### config.mk
export PLATFORM = sky130hd
export DESIGN_NAME = ram_fifo_ctrl
export DESIGN_NICKNAME = d
export VERILOG_FILES = /design/src/rtl/ram_fifo_pkg.sv /design/src/rtl/ram_fifo_ptr.sv /design/src/rtl/ram_fifo_ctrl.sv
export SDC_FILE = /design/constraint.sdc
export NUM_CORES = 1
export LEC_CHECK = 0
export CORE_AREA = 10 10 68 70
export DETAILED_ROUTE_END_ITERATION = 10
export DIE_AREA = 0 0 78 80
export PLACE_DENSITY = 0.73
export SYNTH_ARGS = -nofsm -noshare
export SYNTH_HDL_FRONTEND = slang
export SYNTH_HIERARCHICAL = 1
export SYNTH_SLANG_ARGS = --single-unit
### constraint.sdc
create_clock -name clk -period 2.8 [get_ports clk]
set_clock_uncertainty 0.2 [all_clocks]
set_input_delay 0.42 -clock clk [delete_from_list [all_inputs] [get_ports clk]]
set_output_delay 0.42 -clock clk [all_outputs]
set_load 0.1 [all_outputs]
### src/rtl/ram_fifo_pkg.sv
// ram_fifo_pkg: shared widths, FSM state encoding and RAM read/write encoding
// for the RAM-backed byte FIFO controller.
`default_nettype none

package ram_fifo_pkg;

  localparam int DATA_W_DEF = 8;
  localparam int ADDR_W_DEF = 4;

  typedef enum logic {
    ST_IDLE  = 1'b0,
    ST_FETCH = 1'b1
  } fifo_state_t;

  localparam logic RW_WRITE = 1'b1;
  localparam logic RW_READ  = 1'b0;

endpackage : ram_fifo_pkg

`default_nettype wire

### src/rtl/ram_fifo_ptr.sv
// ram_fifo_ptr: ADDR_W-bit wrapping queue pointer with increment enable.
`default_nettype none

module ram_fifo_ptr #(
  parameter int ADDR_W = 4
) (
  input  logic              clk,
  input  logic              rst_n,
  input  logic              i_inc,
  output logic [ADDR_W-1:0] o_ptr
);

  logic [ADDR_W-1:0] r_ptr;

  // Wraps from all-ones to zero through natural overflow.
  always_ff @(posedge clk or negedge rst_n) begin
    if (!rst_n) begin
      r_ptr <= '0;
    end else if (i_inc) begin
      r_ptr <= r_ptr + ADDR_W'(1);
    end
  end

  assign o_ptr = r_ptr;

endmodule : ram_fifo_ptr

`default_nettype wire

### src/rtl/ram_fifo_ctrl.sv
// ram_fifo_ctrl: drives a single-port synchronous RAM as a byte FIFO with a
// one-entry show-ahead output register.
`default_nettype none

module ram_fifo_ctrl
  import ram_fifo_pkg::*;
#(
  parameter int DATA_W = DATA_W_DEF,
  parameter int ADDR_W = ADDR_W_DEF,
  parameter int DEPTH  = 16
) (
  input  logic              clk,
  input  logic              rst_n,
  input  logic              wr_valid,
  output logic              wr_ready,
  input  logic [DATA_W-1:0] wr_data,
  output logic              rd_valid,
  input  logic              rd_ready,
  output logic [DATA_W-1:0] rd_data,
  output logic [ADDR_W:0]   level,
  output logic [ADDR_W-1:0] ram_addr,
  output logic              ram_rw,
  output logic [DATA_W-1:0] ram_wdata,
  input  logic [DATA_W-1:0] ram_rdata
);

  localparam logic [ADDR_W:0] c_DEPTH_LVL = (ADDR_W + 1)'(DEPTH);

  fifo_state_t       r_state;
  fifo_state_t       w_state_nxt;
  logic [ADDR_W:0]   r_level;
  logic              r_rd_valid;
  logic [DATA_W-1:0] r_rd_data;

  logic [ADDR_W-1:0] w_wr_ptr;
  logic [ADDR_W-1:0] w_rd_ptr;
  logic              w_fetch_now;
  logic              w_fetch_done;
  logic              w_wr_fire;
  logic              w_rd_fire;

  // A fetch starts only when the head register is empty or being drained.
  assign w_fetch_now  = (r_state == ST_IDLE) && (r_level != '0) &&
                        (!r_rd_valid || rd_ready);
  assign w_fetch_done = (r_state == ST_FETCH);

  assign wr_ready  = (r_level < c_DEPTH_LVL) && !w_fetch_now;
  assign w_wr_fire = wr_valid && wr_ready;
  assign w_rd_fire = r_rd_valid && rd_ready;

  ram_fifo_ptr #(
    .ADDR_W (ADDR_W)
  ) u_wr_ptr (
    .clk   (clk),
    .rst_n (rst_n),
    .i_inc (w_wr_fire),
    .o_ptr (w_wr_ptr)
  );

  ram_fifo_ptr #(
    .ADDR_W (ADDR_W)
  ) u_rd_ptr (
    .clk   (clk),
    .rst_n (rst_n),
    .i_inc (w_fetch_done),
    .o_ptr (w_rd_ptr)
  );

  always_ff @(posedge clk or negedge rst_n) begin
    if (!rst_n) begin
      r_state <= ST_IDLE;
    end else begin
      r_state <= w_state_nxt;
    end
  end

  // The port defaults to a harmless read of the head location; a write only
  // takes it over when one fires, which never coincides with a fetch launch.
  always_comb begin
    w_state_nxt = r_state;
    ram_addr    = w_rd_ptr;
    ram_rw      = RW_READ;
    ram_wdata   = wr_data;
    case (r_state)
      ST_IDLE: begin
        if (w_fetch_now) begin
          w_state_nxt = ST_FETCH;
        end else if (w_wr_fire) begin
          ram_addr = w_wr_ptr;
          ram_rw   = RW_WRITE;
        end
      end
      ST_FETCH: begin
        w_state_nxt = ST_IDLE;
        if (w_wr_fire) begin
          ram_addr = w_wr_ptr;
          ram_rw   = RW_WRITE;
        end
      end
      default: begin
        w_state_nxt = ST_IDLE;
      end
    endcase
  end

  always_ff @(posedge clk or negedge rst_n) begin
    if (!rst_n) begin
      r_level <= '0;
    end else begin
      case ({w_wr_fire, w_fetch_done})
        2'b10:   r_level <= r_level + (ADDR_W + 1)'(1);
        2'b01:   r_level <= r_level - (ADDR_W + 1)'(1);
        default: r_level <= r_level;
      endcase
    end
  end

  // A completing fetch refills the head even when the old head leaves.
  always_ff @(posedge clk or negedge rst_n) begin
    if (!rst_n) begin
      r_rd_valid <= 1'b0;
      r_rd_data  <= '0;
    end else if (w_fetch_done) begin
      r_rd_valid <= 1'b1;
      r_rd_data  <= ram_rdata;
    end else if (w_rd_fire) begin
      r_rd_valid <= 1'b0;
    end
  end

  assign rd_valid = r_rd_valid;
  assign rd_data  = r_rd_data;
  assign level    = r_level;

endmodule : ram_fifo_ctrl

`default_nettype wire

==> impl_metrics.toml, run 1 <==
[status]
violations = "negative setup slack"
status = "finished with violations"

[detailed_routing]
wl_per_cell_um = 15.1
wl_mm = 2.75
drtPass1Iterations = 4
vias = 881
drt_iter0_drc = 63
ant_nets = 0
route.detailed.drc = 0
vias_per_cell = 4.84

[timing]
max_clock_freq_ghz = 0.350
fin_crit_sh_pct = 102
hold_viol = 0
slew_headroom_pct = 49.7
maxSlewViolCount = 0
fin_ws_ns = -0.0593
min_period_ns = 2.86
fin_hold_ws_ns = 0.289
setup_viol = 5
grt_setup_unrepaired = "true"
fin_setup_tns_ns = -0.254
worstMarginPinSlew_ns = 0.752

[worst_setup_path]
startpoint_type = "register"
path_cells = "or4_4 > a31oi_4 > nand2_4 > buf_6 > mux2_4 > buf_12"
cp_num_buf_inv = 2
endpoint_kind = "output port"
cp_max_fo = 6
critical_path_class = "register to output port"
cp.arrival_ns = 2.24
critPathMaxStageDelay_ns = 0.56
critPathRequiredTime_ns = 2.18
critical-path-top-delay-family = "simple AND/OR/NAND/NOR gates"
cp_slowest_cell = "or4_4"

[run]
cap_violations = 0

[place]
routabilityCongestion = 0.836
dpl_cell_area_um2 = 1650
io_buffers = 31
hpwlAfterDp_mm = 2.13

[cells_and_area]
final_nets = 163
area_delta_synth_final_pct = 37.5
num_antenna_cells = 0
layout-drive-gt1-share_pct = 46.3
fin_area_um2 = 1720
num-fill-cells = 289

[global_routing]
grt_pass1_wl_mm = 4.46
grt_pass1_vias = 977
antenna_found_initial = 0
track_usage_pct = 8.92
grt-ovfl-total = 0
grt_max_degree = 17

[worst_hold_path]
hp-class = "register to register"

[floorplan]
rows = 21
die_x_um = 78
core_um2 = 3280
die_y_um = 80
start_util_pct = 38.2
die_area_um2 = 6240
io_pins = 48

[synth]
synth_area_per_cell_um2 = 12.2
synth_top_area_cell = "dfrtp_1"
seq_area_frac_synth_pct = 45.9
synth.area.top_cells = "dfrtp_1 46%, mux2_2 9.9%, ha_1 6.0%"
netlist_area_um2 = 1250
synth-main-ff-cell = "dfrtp_1"
synth_top_area_share_pct = 45.9
ys_warn_count = 6
ys_seq_elements = 23
synth_edf_count = 0
synthArstFlopShare_pct = 100
synthTopCellsByCount = "23 x dfrtp_1, 11 x mux2_2, 8 x buf_4, 8 x xnor2_1, 6 x ha_1"
synthCells = 103
synth_cell_type_count = 30
yosysMostFrequentCell = "dfrtp_1"
syn_nets = 129

[clock_network]
htree_levels = 1
cts_hold_buf = 0
clk_latency_ns = 0.32
cts_buffer_depth = 2
numClockSinks = 23
root_buffer = "clkbuf_4"
clk_pin_slew_ns = 0.14
cts_made_buffers = 3
cts_tree = "done"
-- metrics by stage --
stage | setup slack, ns | instances | util (%)
after floorplan | -0.804 | 103 | -
after global placement | 0.127 | 175 | 50.2
after detailed placement | 0.0680 | 175 | 50.2
after CTS | -0.133 | 182 | 51.9
after global routing | -0.161 | 182 | 52.5
final | -0.0593 | 182 | 52.5
-- sequential cells by signal (all words and copies together) (netlist names) --
name	flops
level	5
r_state	1
rd_data	8
rd_valid	1
u_rd_ptr/o_ptr	4
u_wr_ptr/o_ptr	4
-- path summary, 6_finish.rpt --
path,from,endpoint,slack (ns),cells after the start
min in group asynchronous,rst_n,u_rd_ptr/o_ptr[0],0.32,1
max in group asynchronous,rst_n,rd_data[7],1.47,2
setup / recovery,level[3],ram_addr[1],-0.06,6
hold reg to reg,u_wr_ptr/o_ptr[3],u_wr_ptr/o_ptr[3],0.29,1
setup reg to reg,level[3],level[4],-0.03,11
hold / removal,u_wr_ptr/o_ptr[3],u_wr_ptr/o_ptr[3],0.29,1
-- cell type report --
cell class	count	area [µm²]	area share [%]
multi-input cells	65	627	36.4
flip-flops and latches	23	588	34.1
repair buffers	40	407	23.6
well taps	46	57.6	3.34
clock buffers	3	22.5	1.31
inverters	4	15.0	0.871
clock inverters	1	7.51	0.435
-- layout by cell type, fill, tap and decap left out, types with 4 or more instances in the layout --
| cell type | synthesis | final |
|---|---|---|
| mux2_2 | 11 | 11 |
| dfrtp_1 | 23 | 19 |
| nand2_1 | 5 | 5 |
| buf_12 | 0 | 6 |
| xnor2_1 | 8 | 8 |
| buf_4 | 8 | 22 |
| mux2_4 | 4 | 4 |
| inv_1 | 4 | 4 |
| clkdlybuf4s50_1 | 0 | 11 |
-- per-layer routing --
metal  vias to the layer above  GRT usage (%)  routed length, µm
li1                        416              -                  -
met1                       425           10.4               1110
met2                        38           13.3               1320
met3                         2           3.94                299
met4                         0           5.20                 21
met5                         -              0                  0
-- timing repair --
| item | in CTS | in global routing |
|---|---|---|
| buffers inserted | 3 | 0 |
| pin swaps | 3 | 4 |
| gates resized for setup | 1 | 4 |
| endpoints found under the setup margin | 4 | 7 |
| hold endpoints to repair | 0 | 0 |
-- logic make-up after synthesis --
kind of cell             share of synthesized area [%]
AO/OA/AOI/OAI                                     6.59
XOR/XNOR                                          7.69
adder cells (fa/ha/maj)                           5.99
buffers and inverters                             6.89
flip-flops                                        45.9
multiplexers                                      16.3
AND/OR/NAND/NOR                                   10.7
Power of run 1 is left out: the tool's default activity adds up to more than one toggle a clock period on the data nets, which glitch-free logic cannot reach.
==> run 2: changes to the inputs <==
- CORE_AREA: 10 10 68 70 -> 10 10 66 73
- DIE_AREA: 0 0 78 80 -> 0 0 76 83
- PLACE_DENSITY: 0.73 -> 0.72
- RECOVER_POWER: unset -> 100
==> run 2 against run 1 <==
Die area is 1.1% higher. Clock-buffer cell count is 1 higher. The run still ends with negative setup slack left. Cell area is 6.2% higher. Global-route usage is 0.35 points higher. Via count is 5.2% higher. First-iteration DRC count is 49% lower. Utilization is 2.5 points higher.
==> impl_metrics.toml, run 2 (synthesis results as in run 1) <==
[floorplan]
start_util_pct = 37.6
die_x_um = 76
core_um2 = 3330
io_pins = 48
rows = 22
die_y_um = 83
die_area_um2 = 6310

[run]
cap_violations = 0

[detailed_routing]
wl_mm = 2.94
route.detailed.drc = 0
drt_iter0_drc = 32
drtPass1Iterations = 5
wl_per_cell_um = 15.7
vias = 927
ant_nets = 0
vias_per_cell = 4.96

[cells_and_area]
layout-drive-gt1-share_pct = 50.4
area_delta_synth_final_pct = 46.1
final_cell_mix = "22 x buf_4, 19 x dfrtp_1, 11 x mux2_2"
largest_register_ffs = 8
final_nets = 166
num_antenna_cells = 0
layout_commonest_cell = "buf_4"

[clock_network]
root_buffer = "clkbuf_4"
htree_levels = 1
clk_pin_slew_ns = 0.12
numClockSinks = 23
cts_hold_buf = 0
clk_latency_ns = 0.31
cts_tree = "done"
cts_made_buffers = 3
cts_buffer_depth = 2

[status]
status = "finished with violations"
violations = "negative setup slack"

[worst_setup_path]
r2r_slack_ns = -0.02
crit_start = "level[3]"
critPathRequiredTime_ns = 2.18
critical_path_class = "register to output port"
cp_max_fo = 6
critPathCapture = "ram_addr[0]"
cp.arrival_ns = 2.25
rr_startpoint = "level[3]"
reg2reg_depth = 11
critPathMaxStageDelay_ns = 0.57
path_cells = "or4_4 > a31oi_4 > nand2_4 > buf_6 > mux2_4 > buf_12"
r2r_end = "level[4]"
startpoint_type = "register"
endpoint_kind = "output port"
cp_slowest_cell = "or4_4"

[worst_hold_path]
holdPathStages = 1
hp-class = "register to register"

[timing]
fin_crit_sh_pct = 103
fin_ws_ns = -0.0716
maxSlewViolCount = 0
slew_headroom_pct = 48.1
fin_hold_ws_ns = 0.285
max_clock_freq_ghz = 0.348
hold_viol = 0
grt_setup_unrepaired = "true"
setup_viol = 5
worstMarginPinSlew_ns = 0.779
min_period_ns = 2.87

[global_routing]
grt_pass1_vias = 956
grt-ovfl-total = 0
grt_max_degree = 15
antenna_found_initial = 0
track_usage_pct = 9.27
grt_pass1_wl_mm = 4.82

[place]
routabilityCongestion = 0.842
hpwlAfterDp_mm = 2.21
io_buffers = 31
[run 2: changes by cell type in the layout (fill, tap and decap cells not counted), sizes merged]
cell	change
buf	+2
clkbuf	+2
clkdlybuf4s50	-1
clkinvlp	-1
dlygate4sd3	+1
[run 2: repair_timing]
item / in CTS / in global routing
pin swaps: 8 / 7
hold endpoints to repair: 0 / 0
buffers inserted: 5 / 1
gates resized for setup: 12 / 5
setup endpoints to repair: 5 / 8
[run 2: final cells by class]
class,count,area (µm²)
Timing Repair Buffer,43,442
Tap cell,48,60.1
Fill cell,297,1500
Sequential cell,23,588
Inverter,4,17.5
Clock buffer,4,26.3
Multi-Input combinational cell,65,698
[run 2: worst min path at each step]
stage | endpoint | start | slack [ns]
after floorplan | level[2] | rst_n | -0.08
after global routing | u_rd_ptr/o_ptr[3] | u_rd_ptr/o_ptr[3] | 0.30
after CTS | level[4] | rst_n | 0.25
after detailed placement | u_wr_ptr/o_ptr[3] | u_wr_ptr/o_ptr[3] | 0.27
final | u_wr_ptr/o_ptr[3] | u_wr_ptr/o_ptr[3] | 0.29
after global placement | u_wr_ptr/o_ptr[3] | u_wr_ptr/o_ptr[3] | 0.26
[run 2: through the flow]
stage | instances | area (µm²) | utilization [%] | setup WS (ns) | TNS, ns
after global routing | 187 | 1830 | 55.0 | -0.132 | -0.710
after detailed placement | 177 | 1650 | 49.5 | -0.0463 | -0.0463
after CTS | 186 | 1800 | 54.1 | -0.132 | -0.618
after floorplan | 103 | 1290 | - | -0.804 | -4.96
final | 187 | 1830 | 55.0 | -0.0716 | -0.305
after global placement | 177 | 1650 | 49.5 | 0.110 | 0
[run 2: routing by layer]
metal / global-route usage (%) / part of all wire, % / vias to the layer above
met1: 9.96 / 37 / 454
met3: 2.80 / 7.7 / 6
li1: - / - / 424
met5: 0 / 0 / -
met4: 6.16 / 2.8 / 0
met2: 15.3 / 52 / 43
[run 2: worst max-delay path, delay by kind of cell, from the launching register on]
kind                   cells  cell delay [ns]
AOI/OAI and AO/OA          1             0.19
DFF                        1             0.49
buffers and inverters      2             0.31
and+or+nand+nor            2             0.65
muxes                      1             0.31
Power of run 2 is left out for the same reason.
==> run 3: changes to the inputs <==
- CORE_AREA: 10 10 66 73 -> 2 2 58 65
- DIE_AREA: 0 0 76 83 -> 0 0 60 67
- SLEW_MARGIN: unset -> 0
==> run 3 against run 2 <==
The flow still finishes with violations (negative setup slack). Sequential share of layout area increased by 2.4 points. Setup slack got worse by 0.016 ns. Via count decreased by 2.6%. Cell area decreased by 7.0%. Cell count increased by 0.53%. Utilization decreased by 3.8 points. Non-clock buffer count increased by 1. Global-route usage increased by 5.6 points. Critical endpoint unchanged. Highest routed layer unchanged.
==> impl_metrics.toml, run 3 (synthesis results as in run 1) <==
[global_routing]
antenna_found_initial = 0
grt_pass1_wl_mm = 4.32
track_usage_pct = 14.8
grt_pass1_vias = 976
grt-ovfl-total = 0
grt_max_degree = 15

[timing]
worstMarginPinSlew_ns = 1.18
hold_viol = 0
slew_headroom_pct = 21.9
setup_viol = 4
maxSlewViolCount = 0
fin_ws_ns = -0.0877
grt_setup_unrepaired = "true"
max_clock_freq_ghz = 0.346
fin_crit_sh_pct = 103
min_period_ns = 2.89

[clock_network]
cts_made_buffers = 3
htree_levels = 1
clk_pin_slew_ns = 0.12
cts_buffer_depth = 2
clk_latency_ns = 0.31
root_buffer = "clkbuf_4"
numClockSinks = 23
cts_tree = "done"

[worst_setup_path]
startpoint_type = "register"
critPathRequiredTime_ns = 2.18
endpoint_kind = "output port"
cp.arrival_ns = 2.27
r2r_end = "level[3]"
cp_max_fo = 5
reg2reg_depth = 9
r2r_slack_ns = 0.07
critical_path_class = "register to output port"
rr_startpoint = "level[1]"

[detailed_routing]
route.detailed.drc = 0
wl_mm = 2.60
drtPass1Iterations = 4
wl_per_cell_um = 13.8
ant_nets = 0
vias = 903
drt_iter0_drc = 19
vias_per_cell = 4.80

[floorplan]
rows = 22
start_util_pct = 37.6
die_area_um2 = 4020
die_y_um = 67
io_pins = 48
die_x_um = 60
core_um2 = 3330

[run]
cap_violations = 0

[worst_hold_path]
hp-start = "u_wr_ptr/o_ptr[3]"
holdPathStages = 1
hp-class = "register to register"
hold_end = "u_wr_ptr/o_ptr[3]"

[cells_and_area]
layout-drive-gt1-share_pct = 37.1
num-fill-cells = 304
layout_commonest_cell = "dfrtp_1"
final_cell_mix = "19 x dfrtp_1, 16 x clkbuf_1, 11 x mux2_2"
final_nets = 167
num_antenna_cells = 0
final_cells = 188
largest_register_ffs = 8
area_delta_synth_final_pct = 35.9

[place]
place_inst = 177
io_buffers = 31
routabilityCongestion = 0.811
hpwlAfterDp_mm = 1.93

[status]
status = "finished with violations"
violations = "negative setup slack"
run 3: worst max-delay path: stages (launching register included):
cell and delay, ns:
dfrtp_4 0.49, or4_4 0.56, a31oi_4 0.20, nand2_4 0.09, buf_6 0.14, mux2_4 0.31
buf_12 0.17
run 3: per-stage QoR:
step / hold WS (ns) / worst slack (ns) / utilization, % / setup TNS (ns) / instance area (µm²)
finish: 0.285 / -0.0877 / 51.2 / -0.337 / 1700
global route: 0.312 / -0.154 / 51.2 / -0.657 / 1700
CTS: 0.254 / -0.144 / 52.0 / -0.577 / 1730
detailed placement: 0.267 / -0.000307 / 49.5 / -0.000307 / 1650
global placement: 0.260 / 0.112 / 49.5 / 0 / 1650
floorplan: -0.0756 / -0.804 / - / -4.96 / 1290
run 3: what timing repair did:
item	in CTS	in global routing
pin swaps	3	7
resized for setup	3	4
buffers inserted	6	1
hold buffers	0	0
setup endpoints to repair	5	8
run 3: final cells by class:
| type | instances | area, µm² | share of cell area (%) |
|---|---|---|---|
| Multi-Input combinational cell | 65 | 631 | 37.0 |
| Clock buffer | 4 | 26.3 | 1.54 |
| Inverter | 4 | 15.0 | 0.881 |
| Tap cell | 48 | 60.1 | 3.52 |
| Sequential cell | 23 | 588 | 34.5 |
| Timing Repair Buffer | 44 | 384 | 22.5 |
run 3: how the worst max path moves through the flow:
| stage | startpoint | end | depth (start not counted) |
|---|---|---|---|
| 6_report | level[1] | ram_addr[0] | 6 |
| 3_3_place_gp | rd_ready | level[4] | 11 |
| 2_1_floorplan | level[3] | level[4] | 11 |
| 4_1_cts | level[1] | ram_addr[0] | 6 |
| 3_5_place_dp | level[3] | level[4] | 9 |
| 5_1_grt | level[1] | ram_addr[1] | 6 |
run 3: per-layer routing:
layer,wire length [µm],track usage [%]
met5,0,0
met4,89,11.4
met3,107,2.14
met2,1340,24.5
met1,1060,16.8
Power of run 3 is left out for the same reason.
